===== src/rtl/dump_pkg.sv =====
// ============================================================================
// Module   : dump_pkg
// Purpose  : Shared types and defaults for the dump-window trigger controller.
// Revision : 1.0
// ============================================================================
`timescale 1ns/1ps
`default_nettype none

package dump_pkg;

  localparam int FW_DEFAULT = 32;

  typedef enum logic [2:0] {
    IDLE    = 3'd0,
    WAIT_DL = 3'd1,
    ARMED   = 3'd2,
    RUN     = 3'd3,
    DONE    = 3'd4
  } state_t;

  typedef enum logic [1:0] {
    MODE_RST = 2'd0,
    MODE_DL  = 2'd1,
    MODE_EXT = 2'd2,
    MODE_OFF = 2'd3
  } mode_t;

endpackage

`default_nettype wire


===== src/rtl/dump_sync2.sv =====
// ============================================================================
// Module   : dump_sync2
// Purpose  : Two-flop synchroniser for a single asynchronous level.
// Revision : 1.0
// ============================================================================
`timescale 1ns/1ps
`default_nettype none

module dump_sync2 (
  input  logic clk,
  input  logic rst_n,
  input  logic d,
  output logic q
);

  logic r_meta;
  logic r_sync;

  always_ff @(posedge clk or negedge rst_n) begin
    if (!rst_n) begin
      r_meta <= 1'b0;
      r_sync <= 1'b0;
    end else begin
      r_meta <= d;
      r_sync <= r_meta;
    end
  end

  assign q = r_sync;

endmodule

`default_nettype wire


===== src/rtl/dump_window_chan.sv =====
// ============================================================================
// Module   : dump_window_chan
// Purpose  : One probe-group window: [start, stop) compare, registered enable
//            and one-cycle on/off pulses taken from the enable edges.
// Revision : 1.0
// ============================================================================
`timescale 1ns/1ps
`default_nettype none

module dump_window_chan #(
  parameter int FW = 32
) (
  input  logic          clk,
  input  logic          rst_n,
  input  logic          active,
  input  logic [FW-1:0] frame_cnt,
  input  logic [FW-1:0] start_frame,
  input  logic [FW-1:0] stop_frame,
  output logic          dump_en,
  output logic          dump_on,
  output logic          dump_off,
  output logic          closed,
  output logic          bounded
);

  logic w_open;
  logic w_win;
  logic r_en;
  logic r_en_q;
  logic r_on;
  logic r_off;

  assign w_open = (stop_frame == '0);
  assign w_win  = (frame_cnt >= start_frame) && (w_open || (frame_cnt < stop_frame));

  always_ff @(posedge clk or negedge rst_n) begin
    if (!rst_n) begin
      r_en   <= 1'b0;
      r_en_q <= 1'b0;
      r_on   <= 1'b0;
      r_off  <= 1'b0;
    end else begin
      r_en   <= active & w_win;
      r_en_q <= r_en;
      r_on   <= r_en & ~r_en_q;
      r_off  <= ~r_en & r_en_q;
    end
  end

  // Open-ended channels never hold up completion.
  assign closed   = w_open | (~r_en & (frame_cnt >= stop_frame));
  assign bounded  = ~w_open;
  assign dump_en  = r_en;
  assign dump_on  = r_on;
  assign dump_off = r_off;

endmodule

`default_nettype wire


===== src/rtl/dump_window_ctrl.sv =====
// ============================================================================
// Module   : dump_window_ctrl
// Purpose  : Arms on a selectable condition, counts vsync falling edges and
//            drives per-channel waveform dump windows.
// Revision : 1.0
// ============================================================================
`timescale 1ns/1ps
`default_nettype none

module dump_window_ctrl
  import dump_pkg::*;
#(
  parameter int CHANNELS = 4,
  parameter int FW       = FW_DEFAULT,
  parameter int DLWAIT   = 16
) (
  input  logic                   clk,
  input  logic                   rst_n,
  input  logic                   vs,
  input  logic                   downloading,
  input  logic                   ext_trig,
  input  logic [1:0]             mode,
  input  logic [CHANNELS*FW-1:0] start_frame,
  input  logic [CHANNELS*FW-1:0] stop_frame,
  output logic [FW-1:0]          frame_cnt,
  output logic                   armed,
  output logic [CHANNELS-1:0]    dump_en,
  output logic [CHANNELS-1:0]    dump_on,
  output logic [CHANNELS-1:0]    dump_off,
  output logic                   done
);

  localparam int                c_low_w  = $clog2(DLWAIT + 1);
  localparam logic [c_low_w-1:0] c_dlwait = c_low_w'(DLWAIT);

  state_t               r_state, w_state_nxt;
  mode_t                r_mode;
  logic                 w_vs_s, w_dl_s;
  logic                 r_vs_q, r_dl_q, r_ext_q;
  logic                 w_vs_fall, w_dl_rise, w_ext_rise;
  logic                 r_dl_seen;
  logic [c_low_w-1:0]   r_low_cnt;
  logic [FW-1:0]        r_frame_cnt;
  logic                 w_live, w_rearm;
  logic [CHANNELS-1:0]  w_closed, w_bounded;

  dump_sync2 u_sync_vs (.clk(clk), .rst_n(rst_n), .d(vs),          .q(w_vs_s));
  dump_sync2 u_sync_dl (.clk(clk), .rst_n(rst_n), .d(downloading), .q(w_dl_s));

  assign w_vs_fall  = r_vs_q & ~w_vs_s;
  assign w_dl_rise  = w_dl_s & ~r_dl_q;
  assign w_ext_rise = ext_trig & ~r_ext_q;
  assign w_live     = (r_state == ARMED) || (r_state == RUN);
  assign w_rearm    = (r_mode == MODE_DL) && w_dl_rise &&
                      (w_live || (r_state == DONE));

  always_ff @(posedge clk or negedge rst_n) begin
    if (!rst_n) begin
      r_state   <= IDLE;
      r_mode    <= MODE_OFF;
      r_vs_q    <= 1'b0;
      r_dl_q    <= 1'b0;
      r_ext_q   <= 1'b0;
      r_dl_seen <= 1'b0;
      r_low_cnt <= '0;
    end else begin
      r_state <= w_state_nxt;
      r_vs_q  <= w_vs_s;
      r_dl_q  <= w_dl_s;
      r_ext_q <= ext_trig;
      if (r_state == IDLE) r_mode <= mode_t'(mode);
      if (w_dl_s) r_dl_seen <= 1'b1;
      // Low time only counts once a download has actually been observed.
      if ((r_state != WAIT_DL) || w_dl_s || !r_dl_seen) r_low_cnt <= '0;
      else if (r_low_cnt != c_dlwait)                   r_low_cnt <= r_low_cnt + 1'b1;
    end
  end

  always_ff @(posedge clk or negedge rst_n) begin
    if (!rst_n) begin
      r_frame_cnt <= '0;
    end else if (w_rearm || !(w_live || (r_state == DONE))) begin
      r_frame_cnt <= '0;
    end else if (w_live && w_vs_fall && !(&r_frame_cnt)) begin
      r_frame_cnt <= r_frame_cnt + 1'b1;
    end
  end

  always_comb begin
    w_state_nxt = r_state;
    case (r_state)
      IDLE: begin
        case (mode_t'(mode))
          MODE_RST: w_state_nxt = ARMED;
          MODE_DL:  w_state_nxt = WAIT_DL;
          MODE_EXT: if (w_ext_rise) w_state_nxt = ARMED;
          default:  w_state_nxt = IDLE;
        endcase
      end
      WAIT_DL: if (r_low_cnt == c_dlwait) w_state_nxt = ARMED;
      ARMED: begin
        if (w_rearm)       w_state_nxt = WAIT_DL;
        else if (|dump_en) w_state_nxt = RUN;
      end
      RUN: begin
        if (w_rearm)                           w_state_nxt = WAIT_DL;
        else if ((&w_closed) && (|w_bounded)) w_state_nxt = DONE;
      end
      DONE:    if (w_rearm) w_state_nxt = WAIT_DL;
      default: w_state_nxt = IDLE;
    endcase
  end

  for (genvar g = 0; g < CHANNELS; g++) begin : g_chan
    dump_window_chan #(.FW(FW)) u_chan (
      .clk        (clk),
      .rst_n      (rst_n),
      .active     (w_live),
      .frame_cnt  (r_frame_cnt),
      .start_frame(start_frame[g*FW +: FW]),
      .stop_frame (stop_frame[g*FW +: FW]),
      .dump_en    (dump_en[g]),
      .dump_on    (dump_on[g]),
      .dump_off   (dump_off[g]),
      .closed     (w_closed[g]),
      .bounded    (w_bounded[g])
    );
  end

  assign frame_cnt = r_frame_cnt;
  assign armed     = w_live;
  assign done      = (r_state == DONE);

endmodule

`default_nettype wire


===== config.mk =====
export PLATFORM = sky130hd
export DESIGN_NAME = dump_window_ctrl
export DESIGN_NICKNAME = d
export VERILOG_FILES = /design/src/rtl/dump_pkg.sv /design/src/rtl/dump_sync2.sv /design/src/rtl/dump_window_chan.sv /design/src/rtl/dump_window_ctrl.sv
export SDC_FILE = /design/constraint.sdc
export NUM_CORES = 1
export LEC_CHECK = 0
export ABC_AREA = 1
export CAP_MARGIN = 20
export CORE_MARGIN = 1.5
export CORE_UTILIZATION = 46
export DETAILED_ROUTE_END_ITERATION = 10
export GPL_ROUTABILITY_DRIVEN = 0
export PLACE_DENSITY_LB_ADDON = 0.08
export REMOVE_ABC_BUFFERS = 1
export SLEW_MARGIN = 0
export SYNTH_ARGS = -nofsm -noshare
export SYNTH_HDL_FRONTEND = slang
export SYNTH_SLANG_ARGS = --single-unit

===== constraint.sdc =====
create_clock -name clk -period 2.3 [get_ports clk]
set_input_delay 0.69 -clock clk [delete_from_list [all_inputs] [get_ports clk]]
set_output_delay 0.69 -clock clk [all_outputs]
set_load 0.005 [all_outputs]

==> run metrics <==
status finished, violations left; failing checks negative setup slack; CP Cell Sequence clkdlybuf4s50_1 > inv_1 > ha_1 > nand2_1 > inv_1 > nand3_2 > nor3_4 > and3_4 > nand4_1 > a311oi_2; Crit-path slowest cell clkdlybuf4s50_1; Final ANT Viol Nets 0; Multi-input gate area between 8000 and 9000 um2; max-cap viol count 0; die area 23250 um2; GR Overflow Total 0; largest net degree at the start of global routing 67; register area share after synthesis between 15 and 20%; Initial Utilization 46.95%; r2r setup slk -0.09 ns; top_reg_cell synth dfrtp_1; Num CTS Buffers 9; first-pass GRT wire length 59.59 mm; count of distinct cell types in the synthesized netlist slightly above 50; Setup Total Neg Slack -0.5120 ns; fin area ~17000 um2; CP Buf/Inv Count 3; clk slew on worst S/H paths ~0.06 ns; LEAKAGE approximately 9.1 nW; Synth Cell Area 10280 um2; Rows between 50 and 60; Ys Warns 0; Switching Share a little over a third; smallest hold slack around 0.35 ns; Area Overhead vs Synth 65.57%; vias in the first global route between 10000 and 15000; clk_skew ~0.0093 ns; headroom to the max-slew limit a little over two thirds; Die Wd around 150 um; Hold Fails Final Rpt 0; Boundary Pins between 300 and 400; Synth Register Bits 66; DR vias/cell 5.397; sequential cell fraction of total power 26.6%; Placed Area ~15000 um2; Setup Crit Path Kind in2reg; Clock Tree Root clkbuf_16; Starting DRT DRC Count 983; cts hold-fix bufs 0; Overall Global Routing Usage between 30% and 40%; CP startpoint kind input port; fin crit period between 2 and 2.5 ns; sequential cell area about 1700 um2; CTS tree built; # fillers approximately 1600; routed via count ~12000; Psw about 1.7 mW; Gate power share between 40% and 50%; internal power 3.153 mW; DIE HEIGHT ~150 um; port buffer count 308; CP endpoint kind register; Worst-Margin Slew between 0.4 and 0.5 ns; Syn Inst Count about 1500; clk sink count 66; clk_lat worst skew ~0.33 ns; Top delay family on crit path simple AND/OR/NAND/NOR gates; arrival time worst endpoint approximately 2.7 ns; Final Slew Violations 0; Post-synth EDFFs 0; CP peak stage delay 0.46 ns; DP HPWL 30.25 mm; P per Cell Area approximately 290 nW/um2; commonest cells after routing, fill and taps aside inv_1, nand2_1, ha_1; most common cell after layout, fill and taps aside inv_1; most used cell, CP inv_1; H-Tree Depth 3; # DRC 0; Pre-antenna DRT Iters 6; Syn Area/Cell approximately 6.8 um2; drt wl/cell around 18 um; clock tree buffer depth 2; layout cell share with drive strength beyond 1 around 28%; core area roughly 22000 um2; highest clock rate 406.6 MHz; clock power share between 30% and 40%; final-report setup violation count 7; HP Class reg2reg; final design utilization 77.73%; initial antenna violation count 8; fin nets 2533; final worst setup slack -0.1591 ns; crit share post-route 106.9%; worst-path fanout max 2; Worst EP required between 2 and 3 ns; Worst VDD drop approximately 0.00046 V; unrepaired setup endpoints after global routing true; WL final about 40 mm; async set-reset flop share out of synthesis 100.0%
Yosys cell counts (2+ instances only):
| cell type | count | area (um2) |
|---|---|---|
| inv_1 | 363 | 1363 |
| nand2_1 | 273 | 1025 |
| ha_1 | 259 | 3241 |
| a21oi_1 | 141 | 705.7 |
| nor2_1 | 114 | 427.9 |
| dfrtp_1 | 64 | 1602 |
| nand3_1 | 47 | 235.2 |
| o21ai_0 | 45 | 225.2 |
| nand4_1 | 38 | 237.7 |
| nor3_1 | 38 | 190.2 |
| nor4_1 | 20 | 125.1 |
| o21a_1 | 13 | 97.59 |
| buf_4 | 12 | 90.09 |
| o211ai_1 | 8 | 60.06 |
| inv_2 | 6 | 22.52 |
| a31oi_1 | 5 | 31.28 |
| nand2_2 | 4 | 25.02 |
| o31ai_1 | 4 | 30.03 |
| a211oi_1 | 3 | 22.52 |
| a311oi_1 | 3 | 26.28 |
| and3_1 | 3 | 18.77 |
| nand2_4 | 3 | 33.78 |
| nor2_4 | 3 | 33.78 |
| nor3b_1 | 3 | 22.52 |
| a21boi_0 | 2 | 15.01 |
| a21o_1 | 2 | 15.01 |
| dfstp_2 | 2 | 52.55 |
| nor2_2 | 2 | 12.51 |
| nor3_2 | 2 | 20.02 |
| nor3b_2 | 2 | 25.02 |
| o21bai_1 | 2 | 15.01 |
| o221ai_1 | 2 | 17.52 |
| xor2_1 | 2 | 17.52 |
metal layers:
layer / global-route usage, % / vias up / part of all wire, %
li1: - / 5964 / -
met1: 38.86 / 5677 / 38
met2: 55.23 / 664 / 48
met3: 5.347 / 134 / 8.8
met4: 13.00 / 0 / 5.1
met5: 0 / - / 0
final cells by class:
type / count / area share [%]
Antenna cell: 9 / 0.1324
Clock buffer: 10 / 1.404
Clock inverter: 6 / 0.5294
Inverter: 369 / 8.199
Multi-Input combinational cell: 1058 / 50.52
Sequential cell: 66 / 9.963
Tap cell: 280 / 2.059
Timing Repair Buffer: 507 / 27.19
sequential cells by signal, indices dropped and copies added (netlist names), 2 cells and up:
signal / count
frame_cnt: 32
g_chan.u_chan.dump_en: 4
g_chan.u_chan.dump_off: 4
g_chan.u_chan.dump_on: 4
g_chan.u_chan.r_en_q: 4
r_low_cnt: 5
r_mode: 2
r_state: 3
power by group through the flow:
stage	Clock, mW	Combinational [mW]	Sequential, mW
floorplan	0	0.894	1.29
global placement	0	1.78	1.31
detailed placement	0	1.82	1.31
CTS	1.50	1.86	1.29
global route	1.56	2.29	1.30
finish	1.50	2.06	1.29
worst paths after layout:
kind | end | cells past startpoint | startpoint
worst max-delay path | g_chan[0].u_chan.dump_en | 10 | start_frame[31]
worst max register to register | r_state[1] | 14 | frame_cnt[23]
min in group asynchronous | frame_cnt[20] | 2 | rst_n
worst min register to register | u_sync_dl.q | 0 | u_sync_dl.r_meta
max in group asynchronous | r_mode[1] | 2 | rst_n
worst min-delay path | u_sync_dl.q | 0 | u_sync_dl.r_meta
repair_timing:
action / in CTS / in global routing
endpoints found under the setup margin: 26 / 38
gates cloned: 0 / 1
buffers inserted: 16 / 44
gates resized for setup: 293 / 252
pin swaps: 132 / 108
metrics by stage:
stage | total power, mW | setup slack, ns | std cells
after CTS | 4.646 | -0.1497 | 2252
after global routing | 5.143 | -0.2081 | 2304
after floorplan | 2.189 | 0.1340 | 1493
final | 4.856 | -0.1591 | 2305
after global placement | 3.086 | -0.8984 | 2221
after detailed placement | 3.129 | -0.9259 | 2221
logic make-up after synthesis:
group                      synth area share (%)
AOI/OAI and AO/OA                         12.81
xor gates and xnor gates                 0.2557
adders and majority gates                 31.53
buffers and inverters                     14.63
DFF                                       16.09
and+or+nand+nor                           24.68
No activity file was read; power rests on OpenSTA's default activity.
